$ cat src/rtl/mem_copy_host.sv
// Word-by-word memory copy engine acting as a TL-UL host: Get a word, PutFullData it, repeat.
// Define MEM_COPY_HOST_CAP_EN to forward the read response capability tag onto the write request.
package tlul_pkg;
    typedef enum logic [2:0] {PutFullData = 3'h0, PutPartialData = 3'h1, Get = 3'h4} tl_a_op_e;
    typedef enum logic [2:0] {AccessAck = 3'h0, AccessAckData = 3'h1} tl_d_op_e;

    typedef struct packed {
        logic [3:0] cap_tag;
        logic [6:0] cmd_intg;
        logic [6:0] data_intg;
    } tl_a_user_t;

    typedef struct packed {
        logic [3:0] cap_tag;
        logic [6:0] rsp_intg;
        logic [6:0] data_intg;
    } tl_d_user_t;

    typedef struct packed {
        logic        a_valid;
        tl_a_op_e    a_opcode;
        logic [2:0]  a_param;
        logic [1:0]  a_size;
        logic [7:0]  a_source;
        logic [31:0] a_address;
        logic [3:0]  a_mask;
        logic [31:0] a_data;
        tl_a_user_t  a_user;
        logic        d_ready;
    } tl_h2d_t;

    typedef struct packed {
        logic        d_valid;
        tl_d_op_e    d_opcode;
        logic [2:0]  d_param;
        logic [1:0]  d_size;
        logic [7:0]  d_source;
        logic        d_sink;
        logic [31:0] d_data;
        tl_d_user_t  d_user;
        logic        d_error;
        logic        a_ready;
    } tl_d2h_t;

    // Integrity code: payload bit i lands in code bit (63-i) mod 7.
    function automatic logic [6:0] intg7(input logic [63:0] v);
        logic [6:0] r;
        r = '0;
        for (int i = 0; i < 64; i++) begin
            r = {r[5:0], r[6] ^ v[i]};
        end
        return r;
    endfunction
endpackage

module mem_copy_host #(
    parameter int LenWidth = 16,
    parameter int SourceId = 0
) (
    input  logic                  clk_i,
    input  logic                  rst_ni,
    input  logic                  start_i,
    input  logic [31:0]           src_addr_i,
    input  logic [31:0]           dst_addr_i,
    input  logic [LenWidth-1:0]   len_words_i,
    output logic                  busy_o,
    output logic                  done_o,
    output logic                  err_o,
    output tlul_pkg::tl_h2d_t     tl_o,
    input  tlul_pkg::tl_d2h_t     tl_i
);
    typedef enum logic [2:0] {IDLE, RD_REQ, RD_RSP, WR_REQ, WR_RSP, DONE} state_e;

    state_e              state_reg, state_next;
    logic [31:0]         src_reg, src_next;
    logic [31:0]         dst_reg, dst_next;
    logic [31:0]         data_reg, data_next;
    logic [LenWidth-1:0] cnt_reg, cnt_next;
    logic                err_reg, err_next;
    logic [3:0]          wr_cap;

`ifdef MEM_COPY_HOST_CAP_EN
    logic [3:0] cap_reg, cap_next;
    assign wr_cap = cap_reg;
`else
    assign wr_cap = 4'd0;
`endif

    always_ff @(posedge clk_i or negedge rst_ni) begin
        if (!rst_ni) begin
            state_reg <= IDLE;
            src_reg   <= '0;
            dst_reg   <= '0;
            data_reg  <= '0;
            cnt_reg   <= '0;
            err_reg   <= 1'b0;
`ifdef MEM_COPY_HOST_CAP_EN
            cap_reg   <= '0;
`endif
        end else begin
            state_reg <= state_next;
            src_reg   <= src_next;
            dst_reg   <= dst_next;
            data_reg  <= data_next;
            cnt_reg   <= cnt_next;
            err_reg   <= err_next;
`ifdef MEM_COPY_HOST_CAP_EN
            cap_reg   <= cap_next;
`endif
        end
    end

    always_comb begin
        state_next = state_reg;
        src_next   = src_reg;
        dst_next   = dst_reg;
        data_next  = data_reg;
        cnt_next   = cnt_reg;
        err_next   = err_reg;
`ifdef MEM_COPY_HOST_CAP_EN
        cap_next   = cap_reg;
`endif
        case (state_reg)
            IDLE: begin
                if (start_i) begin
                    src_next   = {src_addr_i[31:2], 2'b00};
                    dst_next   = {dst_addr_i[31:2], 2'b00};
                    cnt_next   = len_words_i;
                    err_next   = 1'b0;
                    state_next = (len_words_i == '0) ? DONE : RD_REQ;
                end
            end
            RD_REQ: if (tl_i.a_ready) state_next = RD_RSP;
            RD_RSP: begin
                if (tl_i.d_valid) begin
                    if (tl_i.d_error) begin
                        err_next   = 1'b1;
                        state_next = DONE;
                    end else begin
                        data_next  = tl_i.d_data;
`ifdef MEM_COPY_HOST_CAP_EN
                        cap_next   = tl_i.d_user.cap_tag;
`endif
                        state_next = WR_REQ;
                    end
                end
            end
            WR_REQ: if (tl_i.a_ready) state_next = WR_RSP;
            WR_RSP: begin
                if (tl_i.d_valid) begin
                    if (tl_i.d_error) begin
                        err_next   = 1'b1;
                        state_next = DONE;
                    end else begin
                        src_next   = src_reg + 32'd4;
                        dst_next   = dst_reg + 32'd4;
                        cnt_next   = cnt_reg - LenWidth'(1);
                        state_next = (cnt_reg == LenWidth'(1)) ? DONE : RD_REQ;
                    end
                end
            end
            DONE:    state_next = IDLE;
            default: state_next = IDLE;
        endcase
    end

    // A-channel fields come only from registers, so they hold steady through back-pressure.
    logic                  is_wr;
    logic [31:0]           a_addr;
    logic [31:0]           a_data;
    tlul_pkg::tl_a_op_e    a_op;

    assign is_wr  = (state_reg == WR_REQ);
    assign a_addr = is_wr ? dst_reg : src_reg;
    assign a_data = is_wr ? data_reg : 32'd0;
    assign a_op   = is_wr ? tlul_pkg::PutFullData : tlul_pkg::Get;

    always_comb begin
        tl_o                  = '0;
        tl_o.a_valid          = (state_reg == RD_REQ) || is_wr;
        tl_o.a_opcode         = a_op;
        tl_o.a_size           = 2'd2;
        tl_o.a_source         = 8'(SourceId);
        tl_o.a_address        = a_addr;
        tl_o.a_mask           = 4'hF;
        tl_o.a_data           = a_data;
        tl_o.a_user.cap_tag   = is_wr ? wr_cap : 4'd0;
        tl_o.a_user.cmd_intg  = tlul_pkg::intg7({23'd0, a_op, 2'd2, 4'hF, a_addr});
        tl_o.a_user.data_intg = tlul_pkg::intg7({32'd0, a_data});
        tl_o.d_ready          = 1'b1;
    end

    assign busy_o = (state_reg != IDLE);
    assign done_o = (state_reg == DONE);
    assign err_o  = err_reg;

    logic unused_inputs;
    assign unused_inputs = ^{tl_i.d_opcode, tl_i.d_param, tl_i.d_size, tl_i.d_source,
                             tl_i.d_sink, tl_i.d_user, src_addr_i[1:0], dst_addr_i[1:0]};
endmodule

$ cat config.mk
export PLATFORM = sky130hd
export DESIGN_NAME = mem_copy_host
export DESIGN_NICKNAME = d
export VERILOG_FILES = /design/src/rtl/mem_copy_host.sv
export SDC_FILE = /design/constraint.sdc
export NUM_CORES = 1
export LEC_CHECK = 0
export CAP_MARGIN = 5
export CORE_MARGIN = 3
export CORE_UTILIZATION = 50
export CTS_CLUSTER_SIZE = 14
export DETAILED_ROUTE_END_ITERATION = 8
export GPL_TIMING_DRIVEN = 0
export PLACE_DENSITY = 0.89
export SLEW_MARGIN = 40
export SYNTH_ARGS = -nofsm -noshare
export SYNTH_HDL_FRONTEND = slang
export SYNTH_SLANG_ARGS = --single-unit
$ cat constraint.sdc
create_clock -name clk_i -period 5.3 [get_ports clk_i]
set_input_delay 1.06 -clock clk_i [delete_from_list [all_inputs] [get_ports clk_i]]
set_output_delay 1.06 -clock clk_i [all_outputs]
set_load 0.05 [all_outputs]
Word-level counts from Yosys, hierarchy flattened
Index checks and enable logic that the tools add are counted.
Storage, ports and cells
  bits in registers: 116
  bits in latches: 0
  RAM bits: 0
  bits in read-only memories: 0
  input bits: 153
  memories: 0
Operators by class
  add/subtract/negate cells: 3
  multipliers: 0
  div/mod/pow operators: 0
  magnitude comparators: 0
  eq/ne operators: 14
  shifts and indexed selects: 0
  multiplexer cells: 29
  bitwise logic cells: 59
  reduce and logical (&&, ||, !) cells: 11
Operator list (number)
  $mux 32: 8
  $pmux 32 s2: 2
  $add 32x3->32 const B: 2
  $xor 1x1->1: 53
  $mux 16: 3
  $pmux 16 s2: 1
  $mux 3: 10
  $eq 16x1->1 const B: 1
  $logic_not 16->1: 1
  $sub 16x1->16 const B: 1
  $pmux 3 s5: 1
  $ne 2x2->1 const B: 6
  $reduce_and 4->1: 2
  $eq 3x2->1 const B: 2
  $eq 3x3->1 const B: 2
  $not 1->1: 6
  $reduce_and 5->1: 1
  $ne 2x1->1 const B: 2
  $reduce_bool 2->1: 2
  $eq 3x1->1 const B: 1
  $logic_not 3->1: 1
  $mux 1: 3
  $reduce_and 3->1: 1
  $reduce_bool 3->1: 1
  3 further kinds: 3

Longest topological paths before layout
  word-level depth: 7
  depth in mapped cells: 8

Worst setup path after synthesis
No wires, ideal clock.
  path kind: reg2out
  start: register state_reg[2]
  end: output tl_o[8] (netlist bit)
  arrival: 2883 ps
  setup slack: 1357 ps
  cell stages (with the launch flop): 6
  cells stage by stage: dfrtp_1 -> buf_2 -> nand3b_1 -> clkbuf_1 -> o21ai_0 -> xnor3_1
RTL lines
  from (decl): RTL line 74  | state_e state_reg, state_next;
  from (signal assigned): RTL line 101  | state_reg <= state_next;
  to (decl): RTL line 69  | output tlul_pkg::tl_h2d_t tl_o,

==> impl_metrics.yaml <==
clock_tree:
  ctsResizeCount: 0
  cts_buffers: 9
  cts_max_level: 3
  clock-sinks: 112
  cts_buffer_depth: 2
  cts_tree: "yes"
  post_cts_buffers: 0
  cts_hold_buf: 0
  path_clk_slew_ns: 0.09
  cts_root_buf: "clkbuf_16"
  clk_latency_ns: 0.37
timing:
  hold_viol: 0
  fin_crit_ns: 4.62
  worst_pin_slew_ns: 0.827
  slew_violations: 0
  rsz0062_at_grt: "false"
  setup_ws_ns: 0.684
  max_freq_mhz: 217
  skew_ns: 0.0107
  fin_crit_sh_pct: 87.1
  relSlewSlack_pct: 44.6
  setup_viol: 0
critical_path:
  r2r_start: "state_reg[2]"
  crit_fanout: 10
  start_kind: "register"
  critPathKind: "register to output pin"
  cp.arrival_ns: 3.56
  cp_slowest_cell: "clkdlybuf4s50_1"
  end_kind: "output pin"
  r2r_end: "cnt_reg[11]"
  worstPathCellList: "buf_2, nand3b_1, clkbuf_1, o21ai_0, xor2_1, xnor3_1, clkdlybuf4s50_1"
  r2r_setup_slack_ns: 2.26
  r2r_cells: 8
  required_ns: 4.24
  slowest_delay_ns: 0.83
die:
  rows: 44
  core_mm2: 0.0146
  die_h_um: 129
  die_w_um: 129
  ioPinCount: 260
  die_area_mm2: 0.0166
  start_util_pct: 51.5
yosys:
  synth-seq-cells: 112
  syn_area_mm2: 0.00754
  synthArstFlopShare_pct: 100
  seq_area_frac_synth_pct: 37.2
  ys.flop_type: "dfrtp_1"
  synth_edf_count: 0
  syn_area_per_cell_um2: 8.79
  yosys_warnings: 0
  synth_cells: 858
  yosysUniqueCellTypes: 60
grt:
  antenna_found_initial: 1
  grt_max_degree: 71
  grtUsageTotal_pct: 33.8
  grt_overflow_total: 0
  grt_pass1_vias: 7707
  grt_pass1_wl_mm: 43.5
final_layout:
  final_common_cell: "clkdlybuf4s50_1"
  antenna_cells: 0
  fin_util_pct: 69.4
  final_cell_mix: "193 x clkdlybuf4s50_1, 112 x dfrtp_1, 91 x a21oi_1, 62 x nor2_1, 58 x mux2_2"
  drive_above_1_share_pct: 11.3
  syn_to_final_growth_pct: 34.7
  largest_reg_flops: 32
  layout.nets: 1245
route:
  drt-total-wl_mm: 28.8
  vias: 8254
  routedWlPerCell_um: 22.5
  dr.pass1.iters: 6
  drc_errors: 0
  drtIter0Drc: 1058
  via_per_inst: 6.46
  drt.antenna.violating_nets: 0
placement:
  hpwl_mm: 21.2
  gp_congestion: 0.961
  place_ws_ns: 1.25
  io_buffers: 194
outcome:
  status: "finished clean"
min_path:
  hold_path_class: "register to register"
  min-delay-start: "err_o"
  min_delay_path_depth: 1
  min_to: "err_o"
run:
  maxCapViolCount: 0
pwr:
  power.leakage_nw: 4.10
  seqPwrFrac_pct: 23.9
  switching_power_w: 0.00413
  sw_frac_of_total_pct: 54.0
  p_int_w: 0.00351
  vdd_drop_max_v: 0.000422
  clkPwrFrac_pct: 9.2
  powerDensity_mw_per_mm2: 752
  p_comb_share_pct: 66.9
per-stage QoR:
step	instances	TNS, ns	hold slack, ns	cell area (um2)	power (W)
after detailed placement	1261	0	0.492	9850	0.00681
after global placement	1260	-145.99	0.491	9800	0.00668
after global routing	1277	0	0.519	10200	0.00794
after floorplan	882	0	0.479	7630	0.00516
after CTS	1277	0	0.511	10100	0.00751
final	1277	0	0.510	10200	0.00764
power groups by stage:
stage                     Clock (W)  Combinational [W]  Sequential, W
after CTS                  0.000695            0.00503        0.00179
after global placement            0            0.00491        0.00177
after detailed placement          0            0.00501        0.00180
after floorplan                   0            0.00351        0.00165
final                      0.000703            0.00511        0.00182
after global routing       0.000727            0.00534        0.00188
layout make-up:
type | instances | area (um2)
Buffer | 90 | 445
Sequential cell | 112 | 2800
Multi-Input combinational cell | 668 | 4370
Clock buffer | 10 | 229
Timing Repair Buffer | 195 | 1970
Clock inverter | 6 | 60.1
Fill cell | 1130 | 4480
Inverter | 12 | 45.0
Tap cell | 184 | 230
layer usage:
metal  global-route usage, %  routed length, um  up-vias
met5                       0                 30        -
met4                    12.2               1120        2
met3                    8.63               3460      113
met2                    53.0              13100      652
met1                    45.6              11100     3894
li1                        -                  -     3593
Yosys cell counts (6+ instances only):
| cell type | count | share of area, % |
|---|---|---|
| dfrtp_1 | 112 | 37 |
| nand3_1 | 28 | 1.9 |
| and4_1 | 7 | 0.81 |
| buf_2 | 7 | 0.46 |
| inv_1 | 12 | 0.60 |
| o22ai_1 | 22 | 1.8 |
| and3_1 | 46 | 3.8 |
| xor2_1 | 10 | 1.2 |
| mux2_2 | 58 | 8.7 |
| nand2_1 | 54 | 2.7 |
| o21ai_0 | 57 | 3.8 |
| nor3_1 | 18 | 1.2 |
| nand4_1 | 14 | 1.2 |
| a21oi_1 | 91 | 6.0 |
| a311oi_1 | 7 | 0.81 |
| clkbuf_1 | 47 | 2.3 |
| buf_4 | 26 | 2.6 |
| xnor2_1 | 26 | 3.0 |
| nor2_1 | 62 | 3.1 |
| nand2b_1 | 7 | 0.58 |
| a2bb2oi_1 | 8 | 0.93 |
| or3_1 | 9 | 0.75 |
| a211oi_1 | 13 | 1.3 |
| buf_1 | 9 | 0.45 |
| and2_1 | 6 | 0.50 |
| a31oi_1 | 7 | 0.58 |
| nor4_1 | 16 | 1.3 |
critical path: cells and delay by family (launching register included):
family | cells | cell delay [ns]
flip-flops | 1 | 0.38
XOR/XNOR | 2 | 0.56
buffers and inverters | 3 | 1.37
AO/OA/AOI/OAI | 1 | 0.56
AND/OR/NAND/NOR | 1 | 0.31
cells by family after synthesis:
family | synth area share [%]
other cells | 0.0996
buf+inv | 6.50
mux | 9.06
flops | 37.2
compound gates | 19.2
simple gates | 21.0
xor+xnor | 6.32
fa+ha+maj | 0.664
worst max path at each step:
stage            startpoint           to  slack, ns
3_5_place_dp   state_reg[2]     tl_o[65]       1.25
5_1_grt        state_reg[2]     tl_o[65]       0.76
4_1_cts        state_reg[2]     tl_o[11]       0.84
2_1_floorplan  state_reg[2]      tl_o[8]       1.36
3_3_place_gp         rst_ni  data_reg[6]      -1.32
6_report       state_reg[2]     tl_o[11]       0.68
(Power assumes the default switching activity.)
